**config.mk**
```make
export PLATFORM = sky130hd
export DESIGN_NAME = count_uart_tx
export DESIGN_NICKNAME = d
export VERILOG_FILES = /design/src/rtl/count_uart_pkg.sv /design/src/rtl/count_uart_fifo.sv /design/src/rtl/count_uart_tx.sv
export SDC_FILE = /design/constraint.sdc
export NUM_CORES = 1
export LEC_CHECK = 0
export BUFFER_PORTS_ARGS = -buffer_cell sky130_fd_sc_hd__buf_4
export CORE_MARGIN = 5
export CORE_UTILIZATION = 40
export CTS_CLUSTER_DIAMETER = 200
export DETAILED_ROUTE_END_ITERATION = 10
export PLACE_DENSITY = 0.53
export SYNTH_ARGS = -nofsm -noshare
export SYNTH_HDL_FRONTEND = slang
export SYNTH_SLANG_ARGS = --single-unit
```
**constraint.sdc**
```tcl
create_clock -name clk -period 2.91 [get_ports clk]
set_input_delay 0.291 -clock clk [delete_from_list [all_inputs] [get_ports clk]]
set_output_delay 0.291 -clock clk [all_outputs]
set_load 0.05 [all_outputs]
```
**src/rtl/count_uart_pkg.sv**
```systemverilog
// Shared types and constants for the counter-snapshot UART transmitter.
package count_uart_pkg;
  typedef enum logic [1:0] {IDLE, START, DATA, STOP} uart_state_t;
  localparam int DATA_BITS = 8;
endpackage

```
**src/rtl/count_uart_fifo.sv**
```systemverilog
// Synchronous FIFO; pointers carry one extra wrap bit so full and empty are
// distinguished by comparing the MSBs.
module count_uart_fifo #(
  parameter int DEPTH = 4,
  parameter int WIDTH = 8
) (
  input  logic                       clk,
  input  logic                       rst_n,
  input  logic                       i_push,
  input  logic [WIDTH-1:0]           i_data,
  input  logic                       i_pop,
  output logic [WIDTH-1:0]           o_data,
  output logic                       o_full,
  output logic                       o_empty,
  output logic [$clog2(DEPTH+1)-1:0] o_level
);
  localparam int AW = $clog2(DEPTH);
  localparam int LW = $clog2(DEPTH+1);

  logic [AW:0]      r_wr_ptr;
  logic [AW:0]      r_rd_ptr;
  logic [WIDTH-1:0] r_mem [DEPTH];
  logic             w_do_push;
  logic             w_do_pop;
  logic [AW:0]      w_diff;

  assign o_empty   = (r_wr_ptr == r_rd_ptr);
  assign o_full    = (r_wr_ptr[AW] != r_rd_ptr[AW]) &&
                     (r_wr_ptr[AW-1:0] == r_rd_ptr[AW-1:0]);
  assign w_diff    = r_wr_ptr - r_rd_ptr;
  assign o_level   = LW'(w_diff);
  assign o_data    = r_mem[r_rd_ptr[AW-1:0]];
  assign w_do_push = i_push && !o_full;
  assign w_do_pop  = i_pop && !o_empty;

  // Storage is not reset; only the pointers define what is valid.
  always_ff @(posedge clk) begin
    if (w_do_push) r_mem[r_wr_ptr[AW-1:0]] <= i_data;
  end

  always_ff @(posedge clk or negedge rst_n) begin
    if (!rst_n) begin
      r_wr_ptr <= '0;
      r_rd_ptr <= '0;
    end else begin
      if (w_do_push) r_wr_ptr <= r_wr_ptr + (AW+1)'(1);
      if (w_do_pop)  r_rd_ptr <= r_rd_ptr + (AW+1)'(1);
    end
  end
endmodule

```
**src/rtl/count_uart_tx.sv**
```systemverilog
// UART 8N1 transmitter for counter snapshots: valid/ready in, byte FIFO, serial out.
// IDLE: line high, waiting | START: start bit | DATA: 8 bits LSB first | STOP: stop bit
module count_uart_tx
  import count_uart_pkg::*;
#(
  parameter int CLKS_PER_BIT = 16,
  parameter int FIFO_DEPTH   = 4
) (
  input  logic                            clk,
  input  logic                            rst_n,
  input  logic                            ena,
  input  logic [7:0]                      in_data,
  input  logic                            in_valid,
  output logic                            in_ready,
  output logic                            tx,
  output logic                            busy,
  output logic [$clog2(FIFO_DEPTH+1)-1:0] level
);
  localparam int BW = $clog2(CLKS_PER_BIT);
  localparam int IW = $clog2(DATA_BITS);
  localparam logic [BW-1:0] BAUD_LAST = BW'(CLKS_PER_BIT - 1);
  localparam logic [IW-1:0] BIT_LAST  = IW'(DATA_BITS - 1);

  uart_state_t          r_state;
  uart_state_t          w_state_nxt;
  logic [BW-1:0]        r_baud;
  logic [BW-1:0]        w_baud_nxt;
  logic [IW-1:0]        r_bit_idx;
  logic [IW-1:0]        w_bit_idx_nxt;
  logic [DATA_BITS-1:0] r_shift;
  logic [DATA_BITS-1:0] w_shift_nxt;
  logic                 r_tx;
  logic                 w_tx_nxt;
  logic                 w_push;
  logic                 w_pop;
  logic                 w_full;
  logic                 w_empty;
  logic                 w_baud_done;
  logic [DATA_BITS-1:0] w_fifo_data;

  assign in_ready    = !w_full && ena;
  assign w_push      = in_valid && in_ready;
  assign w_baud_done = (r_baud == BAUD_LAST);
  assign tx          = r_tx;
  assign busy        = (r_state != IDLE) || !w_empty;

  count_uart_fifo #(
    .DEPTH(FIFO_DEPTH),
    .WIDTH(DATA_BITS)
  ) u_fifo (
    .clk     (clk),
    .rst_n   (rst_n),
    .i_push  (w_push),
    .i_data  (in_data),
    .i_pop   (w_pop),
    .o_data  (w_fifo_data),
    .o_full  (w_full),
    .o_empty (w_empty),
    .o_level (level)
  );

  // tx is registered from the next-state values so the start bit appears on
  // the same edge that leaves IDLE or STOP.
  always_comb begin
    w_state_nxt   = r_state;
    w_baud_nxt    = r_baud;
    w_bit_idx_nxt = r_bit_idx;
    w_shift_nxt   = r_shift;
    w_tx_nxt      = r_tx;
    w_pop         = 1'b0;
    if (ena) begin
      case (r_state)
        IDLE: begin
          w_tx_nxt = 1'b1;
          if (!w_empty) begin
            w_pop         = 1'b1;
            w_shift_nxt   = w_fifo_data;
            w_baud_nxt    = '0;
            w_bit_idx_nxt = '0;
            w_state_nxt   = START;
            w_tx_nxt      = 1'b0;
          end
        end
        START: begin
          w_tx_nxt = 1'b0;
          if (w_baud_done) begin
            w_baud_nxt  = '0;
            w_state_nxt = DATA;
            w_tx_nxt    = r_shift[0];
          end else begin
            w_baud_nxt = r_baud + BW'(1);
          end
        end
        DATA: begin
          if (w_baud_done) begin
            w_baud_nxt    = '0;
            w_shift_nxt   = {1'b0, r_shift[DATA_BITS-1:1]};
            w_bit_idx_nxt = r_bit_idx + IW'(1);
            if (r_bit_idx == BIT_LAST) begin
              w_state_nxt = STOP;
              w_tx_nxt    = 1'b1;
            end else begin
              w_tx_nxt = r_shift[1];
            end
          end else begin
            w_baud_nxt = r_baud + BW'(1);
          end
        end
        STOP: begin
          w_tx_nxt = 1'b1;
          if (w_baud_done) begin
            w_baud_nxt = '0;
            if (!w_empty) begin
              w_pop         = 1'b1;
              w_shift_nxt   = w_fifo_data;
              w_bit_idx_nxt = '0;
              w_state_nxt   = START;
              w_tx_nxt      = 1'b0;
            end else begin
              w_state_nxt = IDLE;
            end
          end else begin
            w_baud_nxt = r_baud + BW'(1);
          end
        end
        default: w_state_nxt = IDLE;
      endcase
    end
  end

  always_ff @(posedge clk or negedge rst_n) begin
    if (!rst_n) begin
      r_state   <= IDLE;
      r_baud    <= '0;
      r_bit_idx <= '0;
      r_shift   <= '0;
      r_tx      <= 1'b1;
    end else begin
      r_state   <= w_state_nxt;
      r_baud    <= w_baud_nxt;
      r_bit_idx <= w_bit_idx_nxt;
      r_shift   <= w_shift_nxt;
      r_tx      <= w_tx_nxt;
    end
  end
endmodule

```
==> qor.csv, run 1 <==
stage;metric;value;unit
worst_setup_path;crit_buf_inv;2;
cts;post_cts_buffers;0;
worst_setup_path;path_cells;inv_1, ha_1, and2_1, a21oi_2, buf_4;
sta;tightest_slew;0.629;ns
synth;ys_ff_latch;56;
cells_and_area;nFillCells;566;
synth;netlist_area;2680;um2
synth;syn_nets;210;
drt;drt_iter0_drc;56;
floorplan;core-area;6420;um2
sta;hold_viol;0;
synth;synth_area_leaders;edfxtp_1 (36%), dfrtp_1 (22%), ha_1 (7.5%);
cts;clkLatencyLatePin;0.31;ns
synth;synth_warnings;0;
worst_setup_path;r2r_cells;5;
synth;synth_top_area_share;0.359;
synth;synthFlopType;edfxtp_1;
worst_setup_path;start_kind;register;
drt;antenna_left;0;
floorplan;ios;18;
pwr;p_leak;1.19;nW
global_route;grt_max_degree;25;
sta;hold_ws;0.179;ns
cells_and_area;drive_gt1_frac;0.294;
drt;dr.pass1.iters;4;
sta;rsz0062_at_grt;no;
global_route;grt_pass1_wl;8500;um
sta;postLayoutSetupSlackWorst;0.442;ns
pwr;peakVddDrop;1.04;mV
cts;root_buffer;clkbuf_8;
cts;clk_pin_slew;0.10;ns
worst_setup_path;rr_startpoint;u_fifo.r_rd_ptr[1]$_DFFE_PN0P_;
run;maxCapViolCount;0;
worst_setup_path;endpoint_kind;output port;
global_route;grt_pass1_vias;1632;
drt;wirelength;5100;um
cts;htreeDepth;2;
worst_setup_path;r2r_slack;0.50;ns
cells_and_area;nets;232;
drt;wire_per_inst;18.1;um
drt;vias;1523;
sta;maxSlewViolCount;0;
synth;synth_edf_count;32;
synth;ys_seq_area_frac;0.584;
cts;cts_sinks;56;
floorplan;die_w;91.8;um
sta;relSlewSlack;0.581;
cells_and_area;n_antenna_cell;0;
synth;yosys.area.top_type;edfxtp_1;
drt;drc;0;
cts;cts_made_buffers;5;
sta;setup_violations;0;
worst_setup_path;crit_arrival;2.18;ns
worst_setup_path;r2r_end;u_fifo.r_mem[1][6]$_DFFE_PP_;
min_path;whs_path_depth;1;
cts;cts_tree;built;
place;detailed_place_hpwl;3730;um
global_route;antenna_found_initial;0;
global_route;grt_use_total;0.131;
min_path;min_to;u_fifo.r_mem[0][1]$_DFFE_PP_;
synth;synth_area_per_cell;14.8;um2
synth;synth.distinct_cells;39;
floorplan;die-area;8430;um2
pwr;p_per_area;1120;nW/um2
global_route;grt_remaining_overflow;0;
sta;fmax;405;MHz
cts;clockBufferDepth;2;
synth;syn_inst;181;
floorplan;die_y;91.8;um
floorplan;initial_utilization;0.417;
floorplan;fp-row-count;29;
sta;fin_skew;0.0103;ns
place;post-place-ws;0.477;ns
place;portBuffers;17;
cells_and_area;area_growth;11.5;%
run_status;status;finished, final reports clean;
sta;finalSetupTns;0;ns
drt;via_per_inst;5.42;
sta;fin_crit;2.47;ns
place;routabilityCongestion;0.800;
worst_setup_path;critical_path.top_delay_family;flip-flops;
worst_setup_path;max_stage_delay;0.66;ns
min_path;min-delay-start;in_data[1];
worst_setup_path;cpMaxStageDelayCell;dfrtp_1;
sta;period_share;0.848;
synth;synth_commonest_cells;edfxtp_1 (32), dfrtp_1 (23), mux2_2 (17), ha_1 (16), nand2_1 (11);
synth;ys_async_sr_fraction;0.429;
worst_setup_path;criticalPathCategory;reg -> out;
min_path;hold_path.class;in -> reg;
worst_setup_path;critical_path_required;2.62;ns
pwr;finalPower;3.33;mW
synth;synth.most_common_cell;edfxtp_1;
worst_setup_path;cp_max_fo;11;
-- layer usage --
metal,up-vias,track usage,routed length (um)
li1,713,-,-
met1,774,0.185,2530
met2,31,0.197,2320
met3,5,0.0295,189
met4,0,0.0483,58
met5,-,0,0
-- worst register-to-register path, stage by stage, from the launching register on --
cell,delay [ns]
dfrtp_1,0.66
inv_1,0.12
ha_1,0.32
and2_1,0.22
a21oi_2,0.29
and3_1,0.46
-- stage by stage --
stage,std cells,area (um2),util
5_1_grt,281,2980,0.464
4_1_cts,281,2980,0.464
3_3_place_gp,272,2890,0.449
2_1_floorplan,181,2680,-
6_report,281,2980,0.464
3_5_place_dp,272,2890,0.449
-- worst max-delay path by stage --
stage / from / end / slack, ns / cells past startpoint
after floorplan: u_fifo.r_rd_ptr[1]$_DFFE_PN0P_ / u_fifo.r_mem[3][0]$_DFFE_PP_ / 0.28 / 6
after global placement: u_fifo.r_rd_ptr[1]$_DFFE_PN0P_ / u_fifo.r_mem[0][4]$_DFFE_PP_ / 0.60 / 5
after detailed placement: u_fifo.r_rd_ptr[1]$_DFFE_PN0P_ / u_fifo.r_mem[1][3]$_DFFE_PP_ / 0.48 / 5
after CTS: u_fifo.r_rd_ptr[1]$_DFFE_PN0P_ / in_ready / 0.40 / 5
after global routing: u_fifo.r_rd_ptr[1]$_DFFE_PN0P_ / in_ready / 0.25 / 5
final: u_fifo.r_rd_ptr[1]$_DFFE_PN0P_ / in_ready / 0.44 / 5
-- power breakdown --
group | internal [mW] | switching [mW]
Clock | 0.169 | 0.255
Sequential | 1.07 | 0.179
Combinational | 0.719 | 0.940
-- registers in the layout (all words and copies together), names as in the netlist --
signal	count
u_fifo.r_mem	32
r_shift	8
r_baud	4
r_bit_idx	3
u_fifo.r_rd_ptr	3
u_fifo.r_wr_ptr	3
r_state	2
tx	1
-- final cells by class --
class / count / area, um2 / area share
Sequential cell: 56 / 1560 / 0.524
Inverter: 10 / 37.5 / 0.0126
Multi-Input combinational cell: 110 / 1050 / 0.351
Timing Repair Buffer: 20 / 153 / 0.0512
Clock buffer: 5 / 68.8 / 0.0231
Clock inverter: 3 / 18.8 / 0.00629
Tap cell: 77 / 96.3 / 0.0323
-- layout by cell type, fill, tap and decap left out, types with 2 or more instances in the layout --
cell type	synthesis	final
a41oi_1	2	2
and3_1	5	5
buf_4	0	19
clkbuf_8	0	5
clkinv_2	0	2
dfrtp_1	23	23
edfxtp_1	32	32
ha_1	16	16
inv_1	10	10
mux2_2	17	17
mux2i_1	2	2
mux4_2	8	8
nand2_1	11	11
nand3_1	5	5
nor2_1	3	3
nor2b_1	5	5
o21ai_0	8	8
o32ai_1	2	2
xnor2_1	4	4
xor2_1	3	3
-- what timing repair did --
action                                 in CTS  in global routing
hold buffers                                1                  0
endpoints found under the hold margin      23                  0
resized for setup                           0                  0
-- cells by family after synthesis --
kind of cell               share of synthesized area
buffers and inverters                         0.0266
xor gates and xnor gates                      0.0229
DFF                                            0.584
muxes                                          0.146
AOI/OAI and AO/OA                             0.0697
adders and majority gates                     0.0823
and+or+nand+nor                               0.0683
(Power assumes the default switching activity.)
==> run 2: changes to the inputs <==
- clock period: 2.91 -> 2.6 ns (I/O delays scaled with it)
==> run 2 against run 1 <==
Non-clock buffer count up 2. Sequential power up 8%. Clock power rose by 14%. Flip-flop and latch count unchanged. Final cell count grew 0.71%. Worst hold slack got worse by 0.038 ns. Sequential share of layout area decreased by 0.46 points. Final area up 0.88%. Critical path type is now reg -> reg. Largest cell class unchanged. Highest routed layer unchanged.
==> qor.csv, run 2 (synthesis gave the netlist of run 1 again) <==
stage;metric;value;unit
drt;wirelength;4820;um
drt;antenna_left;0;
pwr;p_leak;1.20;nW
worst_setup_path;endpoint_kind;register;
cts;clkLatencyLatePin;0.31;ns
cells_and_area;mostFrequentLayoutCell;edfxtp_1;
place;detailed_place_hpwl;3530;um
sta;tightest_slew;0.602;ns
min_path;hold_path.class;in -> reg;
floorplan;die_w;91.8;um
floorplan;die-area;8430;um2
sta;relSlewSlack;0.596;
drt;dr.pass1.iters;4;
worst_setup_path;max_stage_delay;0.47;ns
cts;root_buffer;clkbuf_8;
place;portBuffers;17;
drt;wire_per_inst;17.0;um
run_status;status;finished, final reports clean;
cts;cts_tree;built;
worst_setup_path;rr_startpoint;u_fifo.r_wr_ptr[0]$_DFFE_PN0P_;
floorplan;fp-row-count;29;
worst_setup_path;r2r_cells;5;
place;post-place-ws;0.427;ns
worst_setup_path;critical_path.top_delay_family;simple AND/OR/NAND/NOR gates;
worst_setup_path;cpMaxStageDelayCell;and3_1;
floorplan;core-area;6420;um2
worst_setup_path;criticalPathCategory;reg -> reg;
place;routabilityCongestion;0.779;
worst_setup_path;critical_path_required;2.56;ns
drt;drt_iter0_drc;67;
cells_and_area;area_growth;12.4;%
cells_and_area;final_cell_mix;edfxtp_1 (32), dfrtp_1 (23), buf_4 (21), mux2_2 (17), ha_1 (16);
global_route;grt_remaining_overflow;0;
worst_setup_path;r2r_end;u_fifo.r_mem[3][0]$_DFFE_PP_;
floorplan;ios;18;
floorplan;die_y;91.8;um
cts;cts_sinks;56;
sta;fin_skew;0.00798;ns
cells_and_area;drive_gt1_frac;0.301;
cells_and_area;nFillCells;561;
cells_and_area;largest_reg_flops;32;
global_route;grt_pass1_vias;1550;
sta;rsz0062_at_grt;no;
min_path;min_to;u_fifo.r_mem[1][7]$_DFFE_PP_;
pwr;p_per_area;1250;nW/um2
worst_setup_path;start_kind;register;
drt;drc;0;
sta;maxSlewViolCount;0;
cells_and_area;nets;234;
sta;setup_violations;0;
sta;period_share;0.834;
worst_setup_path;cp_max_fo;9;
sta;fmax;461;MHz
sta;fin_crit;2.17;ns
floorplan;initial_utilization;0.417;
cells_and_area;n_antenna_cell;0;
min_path;min-delay-start;in_data[7];
sta;finalSetupTns;0;ns
drt;via_per_inst;5.34;
global_route;grt_use_total;0.122;
worst_setup_path;r2r_slack;0.43;ns
drt;vias;1512;
cts;clockBufferDepth;2;
sta;postLayoutSetupSlackWorst;0.432;ns
pwr;peakVddDrop;1.27;mV
worst_setup_path;crit_buf_inv;1;
global_route;grt_max_degree;25;
cts;post_cts_resized;0;
global_route;grt_pass1_wl;7940;um
sta;hold_viol;0;
worst_setup_path;crit_arrival;2.13;ns
cts;cts_made_buffers;5;
global_route;antenna_found_initial;0;
cts;htreeDepth;2;
min_path;whs_path_depth;1;
worst_setup_path;path_cells;inv_1, ha_1, and2_1, a21oi_4, and3_1;
run;maxCapViolCount;0;
cts;clk_pin_slew;0.10;ns
==> run 2: worst register-to-register path, stage by stage (launching register included) <==
cell,delay [ns]
dfrtp_1,0.42
inv_1,0.10
ha_1,0.31
and2_1,0.27
a21oi_4,0.24
and3_1,0.47
==> run 2: area by class of cell <==
cell class	count	area, um2	share of cell area
Sequential cell	56	1560	0.519
Multi-Input combinational cell	110	1050	0.350
Clock inverter	3	22.5	0.00748
Timing Repair Buffer	22	168	0.0557
Clock buffer	5	68.8	0.0229
Tap cell	77	96.3	0.0320
Inverter	10	37.5	0.0125
==> run 2: report_power, final <==
group	switching (mW)	leakage, nW	total [mW]	internal [mW]
Combinational	1.11	0.566	1.93	0.823
Clock	0.289	0.0485	0.482	0.194
Sequential	0.161	0.583	1.35	1.19
Total	1.56	1.20	3.77	2.21
==> run 2: layer usage <==
layer,global-route usage,share of wire,up-vias
met5,0,0,-
met4,0.0359,0.0070,0
met3,0.0360,0.036,4
met2,0.190,0.48,23
met1,0.165,0.47,769
li1,-,-,716
==> run 2: repair_timing <==
| item | CTS | global route |
|---|---|---|
| setup endpoints to repair | 0 | 0 |
| buffers inserted | 0 | 0 |
| endpoints found under the hold margin | 23 | 0 |
| hold buffers | 1 | 0 |
==> run 2: worst max-delay path by stage <==
stage / startpoint / endpoint / slack (ns) / depth (start not counted)
floorplan: u_fifo.r_rd_ptr[1]$_DFFE_PN0P_ / u_fifo.r_mem[3][0]$_DFFE_PP_ / 0.15 / 6
global route: u_fifo.r_wr_ptr[0]$_DFFE_PN0P_ / u_fifo.r_mem[3][0]$_DFFE_PP_ / 0.28 / 5
CTS: u_fifo.r_wr_ptr[0]$_DFFE_PN0P_ / u_fifo.r_mem[3][4]$_DFFE_PP_ / 0.40 / 5
global placement: u_fifo.r_wr_ptr[0]$_DFFE_PN0P_ / u_fifo.r_mem[3][4]$_DFFE_PP_ / 0.49 / 5
finish: u_fifo.r_wr_ptr[0]$_DFFE_PN0P_ / u_fifo.r_mem[3][0]$_DFFE_PP_ / 0.43 / 5
detailed placement: u_fifo.r_wr_ptr[0]$_DFFE_PN0P_ / u_fifo.r_mem[3][4]$_DFFE_PP_ / 0.43 / 5
==> run 2: per-stage QoR <==
step / hold slack, ns / power (mW) / area, um2 / util / cells
2_1_floorplan: -0.0356 / 2.83 / 2690 / - / 181
3_3_place_gp: 0.178 / 3.26 / 2910 / 0.453 / 274
3_5_place_dp: 0.186 / 3.32 / 2910 / 0.453 / 274
4_1_cts: 0.131 / 3.82 / 3010 / 0.469 / 283
5_1_grt: 0.123 / 4.05 / 3010 / 0.469 / 283
6_report: 0.141 / 3.77 / 3010 / 0.469 / 283
==> run 3: changes to the inputs <==
- clock period: 2.6 -> 2.1 ns (I/O delays scaled with it)
==> run 3 against run 2 <==
Clock-buffer cell count rose by 1. Critical path type is now reg -> out. Combinational power rose by 40%. Routed wire length rose by 6.0%. Flip-flop and latch count did not move. Register-to-register slack got worse by 0.34 ns. Global-route usage rose by 0.72 points. Core utilization rose by 2.5 points. Clock power rose by 48%. Die area did not move. Sequential share of layout area fell by 2.7 points. Worst hold slack got worse by 0.045 ns. Non-clock buffer count rose by 13. Largest cell class unchanged.
==> qor.csv, run 3 (synthesis gave the netlist of run 1 again) <==
stage;metric;value;unit
sta;rsz0062_at_grt;no;
drt;vias;1523;
floorplan;core-area;6420;um2
place;portBuffers;17;
pwr;p_comb_frac;0.534;
pwr;clkPwrFrac;0.141;
place;post_dp_cell_area;3000;um2
floorplan;initial_utilization;0.417;
cts;cts_made_buffers;5;
worst_setup_path;critical_path.top_delay_family;flip-flops;
sta;fin_skew;0.00590;ns
floorplan;die_w;91.8;um
worst_setup_path;criticalPathCategory;reg -> out;
worst_setup_path;max_stage_delay;0.39;ns
pwr;p_per_area;1600;nW/um2
floorplan;die_y;91.8;um
worst_setup_path;r2r_cells;7;
worst_setup_path;cp_num_cells;6;
worst_setup_path;critical_path_required;1.89;ns
cts;htreeDepth;2;
cells_and_area;largest_reg_flops;32;
floorplan;ios;18;
min_path;whs_path_depth;1;
global_route;grt_pass1_wl;8450;um
drt;wire_per_inst;17.3;um
worst_setup_path;cpMaxStageDelayCell;dfrtp_1;
drt;dr.pass1.iters;4;
drt;drc;0;
cells_and_area;stdcell_area;3170;um2
cells_and_area;nets;247;
place;detailed_place_hpwl;3690;um
pwr;p_leak;1.27;nW
cells_and_area;drive_gt1_frac;0.365;
pwr;power_frac_seq;0.326;
sta;fmax;497;MHz
global_route;grt_pass1_vias;1693;
global_route;use_met2;0.212;
worst_setup_path;cp_max_fo;5;
cts;cts_sinks;56;
global_route;grt_use_total;0.129;
global_route;gr-max-usage-layer;met2;
drt;antenna_left;0;
sta;relSlewSlack;0.695;
drt;drt_iter0_drc;24;
pwr;internal_power;3.08;mW
global_route;use_met3;0.0311;
worst_setup_path;start_kind;register;
cts;clockBufferDepth;2;
cts;clkLatencyLatePin;0.31;ns
cts;root_buffer;clkbuf_8;
global_route;grt_remaining_overflow;0;
worst_setup_path;path_cells;inv_2, ha_1, buf_4, and2_4, a21oi_4, buf_6;
global_route;met1_usage;0.169;
sta;maxSlewViolCount;0;
cts;clk_pin_slew;0.10;ns
sta;finalSetupTns;0;ns
drt;wirelength;5110;um
worst_setup_path;endpoint_kind;output port;
pwr;switching_share;0.393;
sta;fin_crit;2.01;ns
cts;cts_tree;built;
run_status;status;finished, final reports clean;
cells_and_area;n_antenna_cell;0;
run;maxCapViolCount;0;
min_path;hold_path.class;in -> reg;
sta;hold_viol;0;
floorplan;die-area;8430;um2
cells_and_area;final_cell_mix;buf_4 (32), edfxtp_1 (32), dfrtp_1 (23), mux2_2 (17), ha_1 (16);
worst_setup_path;crit_arrival;1.80;ns
sta;tightest_slew;0.456;ns
place;routabilityCongestion;0.762;
pwr;power_switching;1.99;mW
pwr;peakVddDrop;1.43;mV
worst_setup_path;crit_buf_inv;3;
global_route;grt_max_degree;25;
drt;via_per_inst;5.15;
global_route;antenna_found_initial;0;
sta;hold_ws;0.0955;ns
floorplan;fp-row-count;29;
sta;setup_violations;0;
sta;period_share;0.958;
cells_and_area;area_growth;18.5;%
[run 3: changes by cell type in the layout (fill, tap and decap cells not counted), sizes merged]
cell	delta
clkinv	-2
buf	+13
clkbuf	+1
bufinv	+1
[run 3: cell type report]
type	instances	area (um2)
fill	555	3250
sequential	56	1560
multi-input combinational	110	1080
timing repair buffer	35	282
tap	77	96.3
clock buffer	6	72.6
clock inverter	2	38.8
inverter	10	37.5
[run 3: power groups by stage]
stage	combinational, mW	clock, mW	sequential, mW
CTS	2.66	0.741	1.66
finish	2.71	0.714	1.65
floorplan	1.87	0	1.69
detailed placement	2.62	0	1.68
global placement	2.57	0	1.66
global route	2.96	0.786	1.69
[run 3: worst paths after layout]
| kind | from | to | slack, ns |
|---|---|---|---|
| worst max-delay path | u_fifo.r_wr_ptr[0]$_DFFE_PN0P_ | in_ready | 0.09 |
| worst min-delay path | in_data[2] | u_fifo.r_mem[3][2]$_DFFE_PP_ | 0.1 |
| worst max register to register | u_fifo.r_wr_ptr[0]$_DFFE_PN0P_ | u_fifo.r_mem[1][1]$_DFFE_PP_ | 0.09 |
| worst min register to register | tx$_DFFE_PN1P_ | tx$_DFFE_PN1P_ | 0.49 |
| max in group asynchronous | rst_n | tx$_DFFE_PN1P_ | 1.46 |
| min in group asynchronous | rst_n | r_shift[5]$_DFFE_PN0P_ | 0.34 |
[run 3: through the flow]
| step | std cells | power, mW | utilization | worst slack, ns |
|---|---|---|---|---|
| floorplan | 181 | 3.56 | - | 0.0154 |
| global placement | 283 | 4.23 | 0.467 | -0.0208 |
| detailed placement | 283 | 4.30 | 0.467 | -0.113 |
| CTS | 292 | 5.05 | 0.487 | 0.00675 |
| global route | 296 | 5.43 | 0.494 | 0.0123 |
| finish | 296 | 5.08 | 0.494 | 0.0872 |
[run 3: what timing repair did]
item,in CTS,in global routing
hold buffers,1,0
setup endpoints to repair,9,10
gates resized for setup,1,2
buffers inserted,0,4
endpoints found under the hold margin,23,0
pin swaps,0,2
[run 3: metal layers]
layer,vias to the layer above,share of wire
met2,14,0.49
met5,-,0
met4,0,0.012
met3,5,0.027
met1,761,0.47
li1,743,-
